### src/rtl/pipe_pkg.sv
// pipe_pkg: shared encodings and helpers for the RV32I pipeline stages
package pipe_pkg;
  localparam logic [2:0] ALU_ADD = 3'b000;
  localparam logic [2:0] ALU_SUB = 3'b001;
  localparam logic [2:0] ALU_OR  = 3'b011;
  localparam logic [2:0] ALU_AND = 3'b100;
  localparam logic [2:0] ALU_SLT = 3'b101;
  localparam logic [1:0] RES_ALU = 2'b00;
  localparam logic [1:0] RES_MEM = 2'b01;
  localparam logic [1:0] RES_PC4 = 2'b10;
  localparam logic [1:0] FWD_RF  = 2'b00;
  localparam logic [1:0] FWD_WB  = 2'b01;
  localparam logic [1:0] FWD_MEM = 2'b10;
  function automatic logic [31:0] fwd_mux(input logic [1:0] sel, input logic [31:0] rf, input logic [31:0] wb, input logic [31:0] mem);
    return (sel == FWD_WB) ? wb : (sel == FWD_MEM) ? mem : rf;
  endfunction
endpackage

### src/rtl/exec_alu.sv
// exec_alu: combinational 32-bit ALU with zero detect
module exec_alu
  import pipe_pkg::*;
(
  input  logic [31:0] SrcA,
  input  logic [31:0] SrcB,
  input  logic [2:0]  ALUControl,
  output logic [31:0] ALUResult,
  output logic        Zero
);
  always_comb begin
    ALUResult = (ALUControl == ALU_ADD) ? SrcA + SrcB :
                (ALUControl == ALU_SUB) ? SrcA - SrcB :
                (ALUControl == ALU_OR)  ? SrcA | SrcB :
                (ALUControl == ALU_AND) ? SrcA & SrcB :
                (ALUControl == ALU_SLT) ? {31'd0, $signed(SrcA) < $signed(SrcB)} : 32'd0;
    Zero = (ALUResult == 32'd0);
  end
endmodule

### src/rtl/execute_cycle.sv
// execute_cycle: forwarding, ALU, branch resolution, wrong-path squash and E/M register
module execute_cycle
  import pipe_pkg::*;
#(
  parameter int KILL_SLOTS = 2
) (
  input  logic        clk,
  input  logic        rst,
  input  logic        RegWriteE,
  input  logic        ALUSrcE,
  input  logic        MemWriteE,
  input  logic        BranchE,
  input  logic        JumpE,
  input  logic [1:0]  ResultSrcE,
  input  logic [2:0]  ALUControlE,
  input  logic [31:0] RD1_E,
  input  logic [31:0] RD2_E,
  input  logic [31:0] Imm_Ext_E,
  input  logic [31:0] PCE,
  input  logic [31:0] PCPlus4E,
  input  logic [4:0]  RD_E,
  input  logic [1:0]  ForwardAE,
  input  logic [1:0]  ForwardBE,
  input  logic [31:0] ResultW,
  output logic        PCSrcE,
  output logic [31:0] PCTargetE,
  output logic        RegWriteM,
  output logic        MemWriteM,
  output logic [1:0]  ResultSrcM,
  output logic [31:0] ALUResultM,
  output logic [31:0] WriteDataM,
  output logic [31:0] PCPlus4M,
  output logic [4:0]  RD_M,
  output logic        SquashE
);
  localparam logic [1:0] KILL_INIT = 2'(KILL_SLOTS);
  logic [31:0] src_a, fwd_b, src_b, alu_result;
  logic        zero;
  logic [1:0]  kill_cnt;
  always_comb begin
    src_a = fwd_mux(ForwardAE, RD1_E, ResultW, ALUResultM);
    fwd_b = fwd_mux(ForwardBE, RD2_E, ResultW, ALUResultM);
    src_b = ALUSrcE ? Imm_Ext_E : fwd_b;
  end
  exec_alu u_alu (
    .SrcA       (src_a),
    .SrcB       (src_b),
    .ALUControl (ALUControlE),
    .ALUResult  (alu_result),
    .Zero       (zero)
  );
  // a squashed branch must never redirect, so the squash gates the redirect itself
  assign SquashE   = (kill_cnt != 2'd0);
  assign PCSrcE    = ~SquashE & ((BranchE & zero) | JumpE);
  assign PCTargetE = PCE + Imm_Ext_E;
  always_ff @(posedge clk) begin
    if (rst) begin
      kill_cnt   <= 2'd0;
      RegWriteM  <= 1'b0;
      MemWriteM  <= 1'b0;
      ResultSrcM <= RES_ALU;
      ALUResultM <= 32'd0;
      WriteDataM <= 32'd0;
      PCPlus4M   <= 32'd0;
      RD_M       <= 5'd0;
    end else begin
      kill_cnt   <= PCSrcE ? KILL_INIT : SquashE ? kill_cnt - 2'd1 : kill_cnt;
      RegWriteM  <= RegWriteE & ~SquashE;
      MemWriteM  <= MemWriteE & ~SquashE;
      ResultSrcM <= ResultSrcE;
      ALUResultM <= alu_result;
      WriteDataM <= fwd_b;
      PCPlus4M   <= PCPlus4E;
      RD_M       <= RD_E;
    end
  end
endmodule

### config.mk
export PLATFORM = sky130hd
export DESIGN_NAME = execute_cycle
export DESIGN_NICKNAME = d
export VERILOG_FILES = /design/src/rtl/pipe_pkg.sv /design/src/rtl/exec_alu.sv /design/src/rtl/execute_cycle.sv
export SDC_FILE = /design/constraint.sdc
export NUM_CORES = 1
export LEC_CHECK = 0
export CAP_MARGIN = 20
export CORE_ASPECT_RATIO = 1.1
export CORE_MARGIN = 2
export CORE_UTILIZATION = 35
export DETAILED_ROUTE_END_ITERATION = 10
export MAX_ROUTING_LAYER = met4
export PLACE_DENSITY = 0.64
export SLEW_MARGIN = 20
export SYNTH_ARGS = -nofsm -noshare
export SYNTH_HDL_FRONTEND = slang
export SYNTH_SLANG_ARGS = --single-unit
### constraint.sdc
create_clock -name clk -period 7.3 [get_ports clk]
set_input_delay 0.73 -clock clk [delete_from_list [all_inputs] [get_ports clk]]
set_output_delay 0.73 -clock clk [all_outputs]
set_load 0.01 [all_outputs]
# After elaboration in Yosys (flattened, before gate mapping)
# Cells that the tools add are included.
# totals
regBits	107
output_inout_bits	139
wordCells	47
# op_classes
n_addsub	4
magnitude_cmp	1
n_eq_ne	8
muxes	12
bitwise_logic	8
n_reduce_logical	5
# ops
op	count
$mux W32	9
$add A32 B32 Y32	2
$and A32 B32 Y32	1
$logic_not A32 Y1	1
$lt A32 B32 Y1	1
$or A32 B32 Y32	1
$sub A32 B32 Y32	1
$eq A3 B3 Y1 const B	2
$and A1 B1 Y1	4
$eq A2 B1 Y1 const B	2
$eq A2 B2 Y1 const B	2
$mux W2	2
$reduce_bool A2 Y1	2
$eq A3 B1 Y1 const B	1
$eq A3 B2 Y1 const B	1
$logic_not A3 Y1	1
$reduce_or A2 Y1	1
$sub A2 B1 Y2 const B	1
$mux W1	1
$not A1 Y1	1
$or A1 B1 Y1	1

# Longest topological paths before layout
# Gate-level depths: netlist of the first run.
# logic_depth
word_depth	15
mapped_depth	21

# Hierarchy
# From an unflattened synthesis of the first run, not the netlist that was laid out.
# unflattened
hier_cells	1678
hier_area_um2	12341.8
# by_module_without_submodules
module	n_inst	cells_each	area_each_um2	seq_area_each_um2
execute_cycle	1	821	6765.2	2142.1
exec_alu	1	857	5576.6	0.0

# Worst setup path after synthesis of the first run
# Ideal clock, no wire load.
# synth_timing
kind	input -> output
from	input ForwardBE[1]
to	output PCSrcE
t_arrival_ns	5.335
required_time_ns	6.570
path_slack_ns	1.235
cell_stages	21
path_buffers	2
cell_sequence	clkbuf_1 buf_1 mux2i_1 nand2_1 o21ai_0 o21ai_0 ha_1 inv_1 fa_1 nor2b_1 o311a_1 o31ai_4 o21ai_2 a211o_1 a21oi_1 mux2_1 nor4_1 nand4_1 nor4_2 a41oi_1 nor2_1
# synth_via
elab_chain_len	14
elab_cells_between_ends	19
cone_classes	add/sub (2); order compare (1); eq/ne (2); mux (8); bitwise (5); reduce/logical (1)
# synth_lines
element	line_no	rtl
start, declared	execute_cycle.sv:23	input logic [1:0] ForwardBE,
$eq A2 B2 Y1	pipe_pkg.sv:15	return (sel == FWD_WB) ? wb : (sel == FWD_MEM) ? mem : rf;
$mux W32	pipe_pkg.sv:15	
$mux W32 *	pipe_pkg.sv:15	
$mux W32 *	execute_cycle.sv:43	src_b = ALUSrcE ? Imm_Ext_E : fwd_b;
$lt A32 B32 Y1	exec_alu.sv:16	(ALUControl == ALU_SLT) ? {31'd0, $signed(SrcA) < $signed(SrcB)} : 32'd0;
$mux W1	exec_alu.sv:16	
$mux W32	exec_alu.sv:15	(ALUControl == ALU_AND) ? SrcA & SrcB :
$mux W32	exec_alu.sv:14	(ALUControl == ALU_OR) ? SrcA | SrcB :
$mux W32	exec_alu.sv:13	(ALUControl == ALU_SUB) ? SrcA - SrcB :
$mux W32 *	exec_alu.sv:12	ALUResult = (ALUControl == ALU_ADD) ? SrcA + SrcB :
$logic_not A32 Y1 *	exec_alu.sv:17	Zero = (ALUResult == 32'd0);
$and A1 B1 Y1 *	execute_cycle.sv:54	assign PCSrcE = ~SquashE & ((BranchE & zero) | JumpE);
$or A1 B1 Y1 *	execute_cycle.sv:54	
$and A1 B1 Y1 *	execute_cycle.sv:54	
end, declared	execute_cycle.sv:25	output logic PCSrcE,
# Every way passes the cells marked *; elsewhere a longest branch is shown, timed or not.

# Worst setup path in the final report of the first run
# Same ends and word-level chain as after synthesis.

==> flow_results.xml, run 1 <==
<?xml version="1.0" encoding="UTF-8"?>
<metrics>
  <group name="status">
    <metric name="outcome" unit="">finished clean</metric>
  </group>
  <group name="drt">
    <metric name="vias" unit="">12900</metric>
    <metric name="drtPass1Iterations" unit="">5</metric>
    <metric name="drt-vias-per-instance" unit="">5.49</metric>
    <metric name="drc_viols" unit="">0</metric>
    <metric name="postRouteWirelength" unit="um">45700</metric>
    <metric name="antenna_violating_nets_post_route" unit="">0</metric>
    <metric name="initialDrtViolationCount" unit="">993</metric>
    <metric name="avgRoutedWirePerCell" unit="um">19.4</metric>
  </group>
  <group name="grt">
    <metric name="first_global_vias" unit="">12600</metric>
    <metric name="pin_count_of_the_biggest_net_entering_global_routing" unit="">55</metric>
    <metric name="grt_antenna_before_repair" unit="">2</metric>
    <metric name="grt_first_pass_wirelength" unit="um">70200</metric>
    <metric name="gr-total-overflow" unit="">0</metric>
    <metric name="grt_usage" unit="%">25.5</metric>
  </group>
  <group name="cells_and_area">
    <metric name="final_core_utilization" unit="%">48.0</metric>
    <metric name="multi_input_comb_area" unit="um^2">9100</metric>
    <metric name="seqCellArea" unit="um^2">2140</metric>
    <metric name="area_delta_synth_final" unit="%">36.0</metric>
    <metric name="final_cells" unit="">2353</metric>
    <metric name="most_frequent_standard_cell_in_the_layout_excluding_fill_and_tap_cells" unit="">sky130_fd_sc_hd__clkdlybuf4s50_1</metric>
    <metric name="design.final.nets" unit="">2252</metric>
    <metric name="n_fill_cell" unit="">3409</metric>
    <metric name="mostFrequentLayoutCells" unit="">sky130_fd_sc_hd__clkdlybuf4s50_1 (345), sky130_fd_sc_hd__nand2_1 (164), sky130_fd_sc_hd__o21ai_0 (140), sky130_fd_sc_hd__nor2_1 (138), sky130_fd_sc_hd__ha_1 (128)</metric>
    <metric name="post_route_cells_drive_above_1_share" unit="%">9.20</metric>
  </group>
  <group name="floorplan">
    <metric name="fp.dieH" unit="um">198</metric>
    <metric name="die-area" unit="um^2">35800</metric>
    <metric name="placementRows" unit="">71</metric>
    <metric name="floorplan_die_width" unit="um">181</metric>
    <metric name="initial_utilization" unit="%">35.3</metric>
    <metric name="boundaryPins" unit="">352</metric>
    <metric name="core" unit="um^2">34000</metric>
  </group>
  <group name="placed_design">
    <metric name="placed_cells" unit="">2335</metric>
    <metric name="gpl_congestion" unit="">1.00</metric>
    <metric name="placement.io_buffers" unit="">351</metric>
    <metric name="hpwlAfterDp" unit="um">37000</metric>
  </group>
  <group name="worst_setup_path">
    <metric name="crit_end_category" unit="">output pin</metric>
    <metric name="crit_fanout" unit="">23</metric>
    <metric name="r2r_setup_slk" unit="ns">2.52</metric>
    <metric name="crit_path_launch_type" unit="">primary input</metric>
    <metric name="rr_worst_depth" unit="">18</metric>
    <metric name="timing_worst_setup_path_type" unit="">in -&gt; out</metric>
    <metric name="timing.critical_path.required" unit="ns">6.57</metric>
    <metric name="r2r_end" unit="">kill_cnt[1]</metric>
    <metric name="worst_ep_arrival_time" unit="ns">6.15</metric>
    <metric name="endpoint_of_the_most_critical_setup_path" unit="">PCSrcE</metric>
    <metric name="reg_to_reg_startpoint" unit="">ALUResultM[0]</metric>
    <metric name="worst_setup_path_startpoint" unit="">ForwardBE[1]</metric>
  </group>
  <group name="timing">
    <metric name="total_negative_slack" unit="ns">0</metric>
    <metric name="min_period_over_period" unit="%">94.3</metric>
    <metric name="grt_setup_unrepaired" unit="">false</metric>
    <metric name="max-slew-margin-rel" unit="%">30.3</metric>
    <metric name="final_max_slew_viol_count" unit="">0</metric>
    <metric name="report.final.hold_viol_count" unit="">0</metric>
    <metric name="max_freq" unit="MHz">145</metric>
    <metric name="fin_worst_skew" unit="ns">0.0124</metric>
    <metric name="period_needed" unit="ns">6.88</metric>
    <metric name="setup_viol" unit="">0</metric>
    <metric name="timing_worst_slew_pin_value" unit="ns">1.04</metric>
  </group>
  <group name="clock_network">
    <metric name="cts_sinks" unit="">107</metric>
    <metric name="cts_inserted_buffers" unit="">9</metric>
    <metric name="cts.path.max_buffers" unit="">2</metric>
    <metric name="cts_root_buf" unit="">sky130_fd_sc_hd__clkbuf_16</metric>
    <metric name="worst_skew_pair.late_latency" unit="ns">0.38</metric>
    <metric name="cts_tree" unit="">yes</metric>
    <metric name="clk_transition_reported_paths" unit="ns">0.08</metric>
    <metric name="htree_num_levels" unit="">3</metric>
  </group>
  <group name="logic_synthesis">
    <metric name="synth.cell_area" unit="um^2">12000</metric>
    <metric name="unique_cell_type_count_in_the_yosys_netlist" unit="">97</metric>
    <metric name="asyncSetResetFlopFracSynth" unit="%">0</metric>
    <metric name="synthesis.nets" unit="">1940</metric>
    <metric name="postSynth.topFlopCell" unit="">sky130_fd_sc_hd__dfxtp_1</metric>
    <metric name="yosysWarnings" unit="">0</metric>
    <metric name="syn_inst" unit="">1596</metric>
    <metric name="yosysSeqAreaShare" unit="%">17.8</metric>
    <metric name="number_of_flops_mapped_to_enable_cells_by_yosys" unit="">0</metric>
    <metric name="postSynthRegisterBits" unit="">107</metric>
    <metric name="syn_area_per_cell" unit="um^2">7.52</metric>
  </group>
  <group name="power">
    <metric name="vdd_drop_max" unit="mV">0.125</metric>
    <metric name="cellLeakagePower" unit="nW">6.92</metric>
    <metric name="power_per_cell_area" unit="nW/um^2">165</metric>
  </group>
  <group name="run">
    <metric name="max_cap_violations" unit="">0</metric>
  </group>
  <group name="min_path">
    <metric name="hp-class" unit="">reg -&gt; reg</metric>
  </group>
</metrics>
cell type report:
cell class                 instances  area share, %
timing repair buffer             392           23.5
multi-input combinational       1294           55.7
sequential                       107           13.1
antenna                            2         0.0306
clock inverter                     7          0.544
tap                              438           3.35
clock buffer                       9           1.38
inverter                         104           2.39
worst min path at each step:
stage,from,endpoint,slack [ns],cells past startpoint
5_1_grt,kill_cnt[0],kill_cnt[0],0.47,1
3_3_place_gp,kill_cnt[0],kill_cnt[0],0.44,1
3_5_place_dp,kill_cnt[0],kill_cnt[0],0.45,1
6_report,kill_cnt[0],kill_cnt[0],0.46,1
4_1_cts,kill_cnt[0],kill_cnt[0],0.46,1
2_1_floorplan,kill_cnt[0],kill_cnt[0],0.42,1
metal layers:
layer	vias to the layer above	global-route usage, %	share of wire (%)	wire (um)
met5	-	-	0	0
met4	0	8.93	3.0	1370
met3	70	4.12	5.8	2670
met2	490	44.0	49	22400
met1	6083	30.2	42	19300
li1	6280	-	-	-
metrics by stage:
| stage | instance area [um^2] | hold slack (ns) | total power [mW] | setup WS, ns |
|---|---|---|---|---|
| 3_3_place_gp | 16000 | 0.435 | 2.15 | 0.436 |
| 2_1_floorplan | 12000 | 0.422 | 1.59 | 1.23 |
| 4_1_cts | 16300 | 0.458 | 2.72 | 0.381 |
| 6_report | 16300 | 0.455 | 2.70 | 0.420 |
| 3_5_place_dp | 16000 | 0.445 | 2.16 | 0.411 |
| 5_1_grt | 16300 | 0.473 | 2.88 | 0.0294 |
cells in the mapped netlist, drive strengths merged (23+ instances only):
master / instances / area (um^2)
nand2: 165 / 622
o21ai: 154 / 782
nor2: 140 / 526
ha: 128 / 1600
a21oi: 117 / 619
dfxtp: 107 / 2140
inv: 103 / 387
mux2i: 69 / 691
mux2: 65 / 732
nor2b: 61 / 382
clkbuf: 55 / 206
xnor2: 42 / 368
buf: 36 / 180
nand3: 24 / 125
nor3: 23 / 135
worst max-delay path, cell delays in order:
cell and delay, ns:
sky130_fd_sc_hd__buf_4 0.25, sky130_fd_sc_hd__buf_12 0.23, sky130_fd_sc_hd__mux2_2 0.35, sky130_fd_sc_hd__o21ai_0 0.40, sky130_fd_sc_hd__o21ai_0 0.19, sky130_fd_sc_hd__ha_1 0.51, sky130_fd_sc_hd__nand3_1 0.24, sky130_fd_sc_hd__a211o_1 0.33
sky130_fd_sc_hd__and3_1 0.17, sky130_fd_sc_hd__o21ai_0 0.35, sky130_fd_sc_hd__xor2_1 0.16, sky130_fd_sc_hd__o32ai_1 0.54, sky130_fd_sc_hd__and2_1 0.25, sky130_fd_sc_hd__nand4_1 0.13, sky130_fd_sc_hd__nor4_2 0.40, sky130_fd_sc_hd__a41oi_1 0.19
sky130_fd_sc_hd__nor2_1 0.12, sky130_fd_sc_hd__clkdlybuf4s50_1 0.57
report_power, final:
part           switching (mW)  internal (mW)
combinational           0.836          0.678
clock                   0.289          0.250
sequential             0.0215          0.628
total                    1.15           1.56
state kept, by name, summed over array words and instances, names as in the netlist:
signal,count
PCPlus4M,32
WriteDataM,32
MemWriteM,1
kill_cnt,2
RD_M,5
ALUResultM,32
ResultSrcM,2
RegWriteM,1
what timing repair did:
| item | CTS | global route |
|---|---|---|
| endpoints found under the setup margin | 0 | 1 |
| gates resized for setup | 0 | 1 |
| setup buffers | 0 | 0 |
| hold buffers | 0 | 0 |
kinds of logic after synthesis:
kind of cell | synth area share, %
and+or+nand+nor | 20.5
AOI/OAI and AO/OA | 25.6
buffers and inverters | 6.47
muxes | 11.8
adders and majority gates | 13.8
DFF | 17.8
xor gates and xnor gates | 3.94
(Power assumes the default switching activity.)
==> inputs of run 2 (changes only) <==
CTS_CLUSTER_DIAMETER = 120   (was unset)
==> results of run 2 <==
No change in the layout: final DEF, timing and power equal those of run 1.
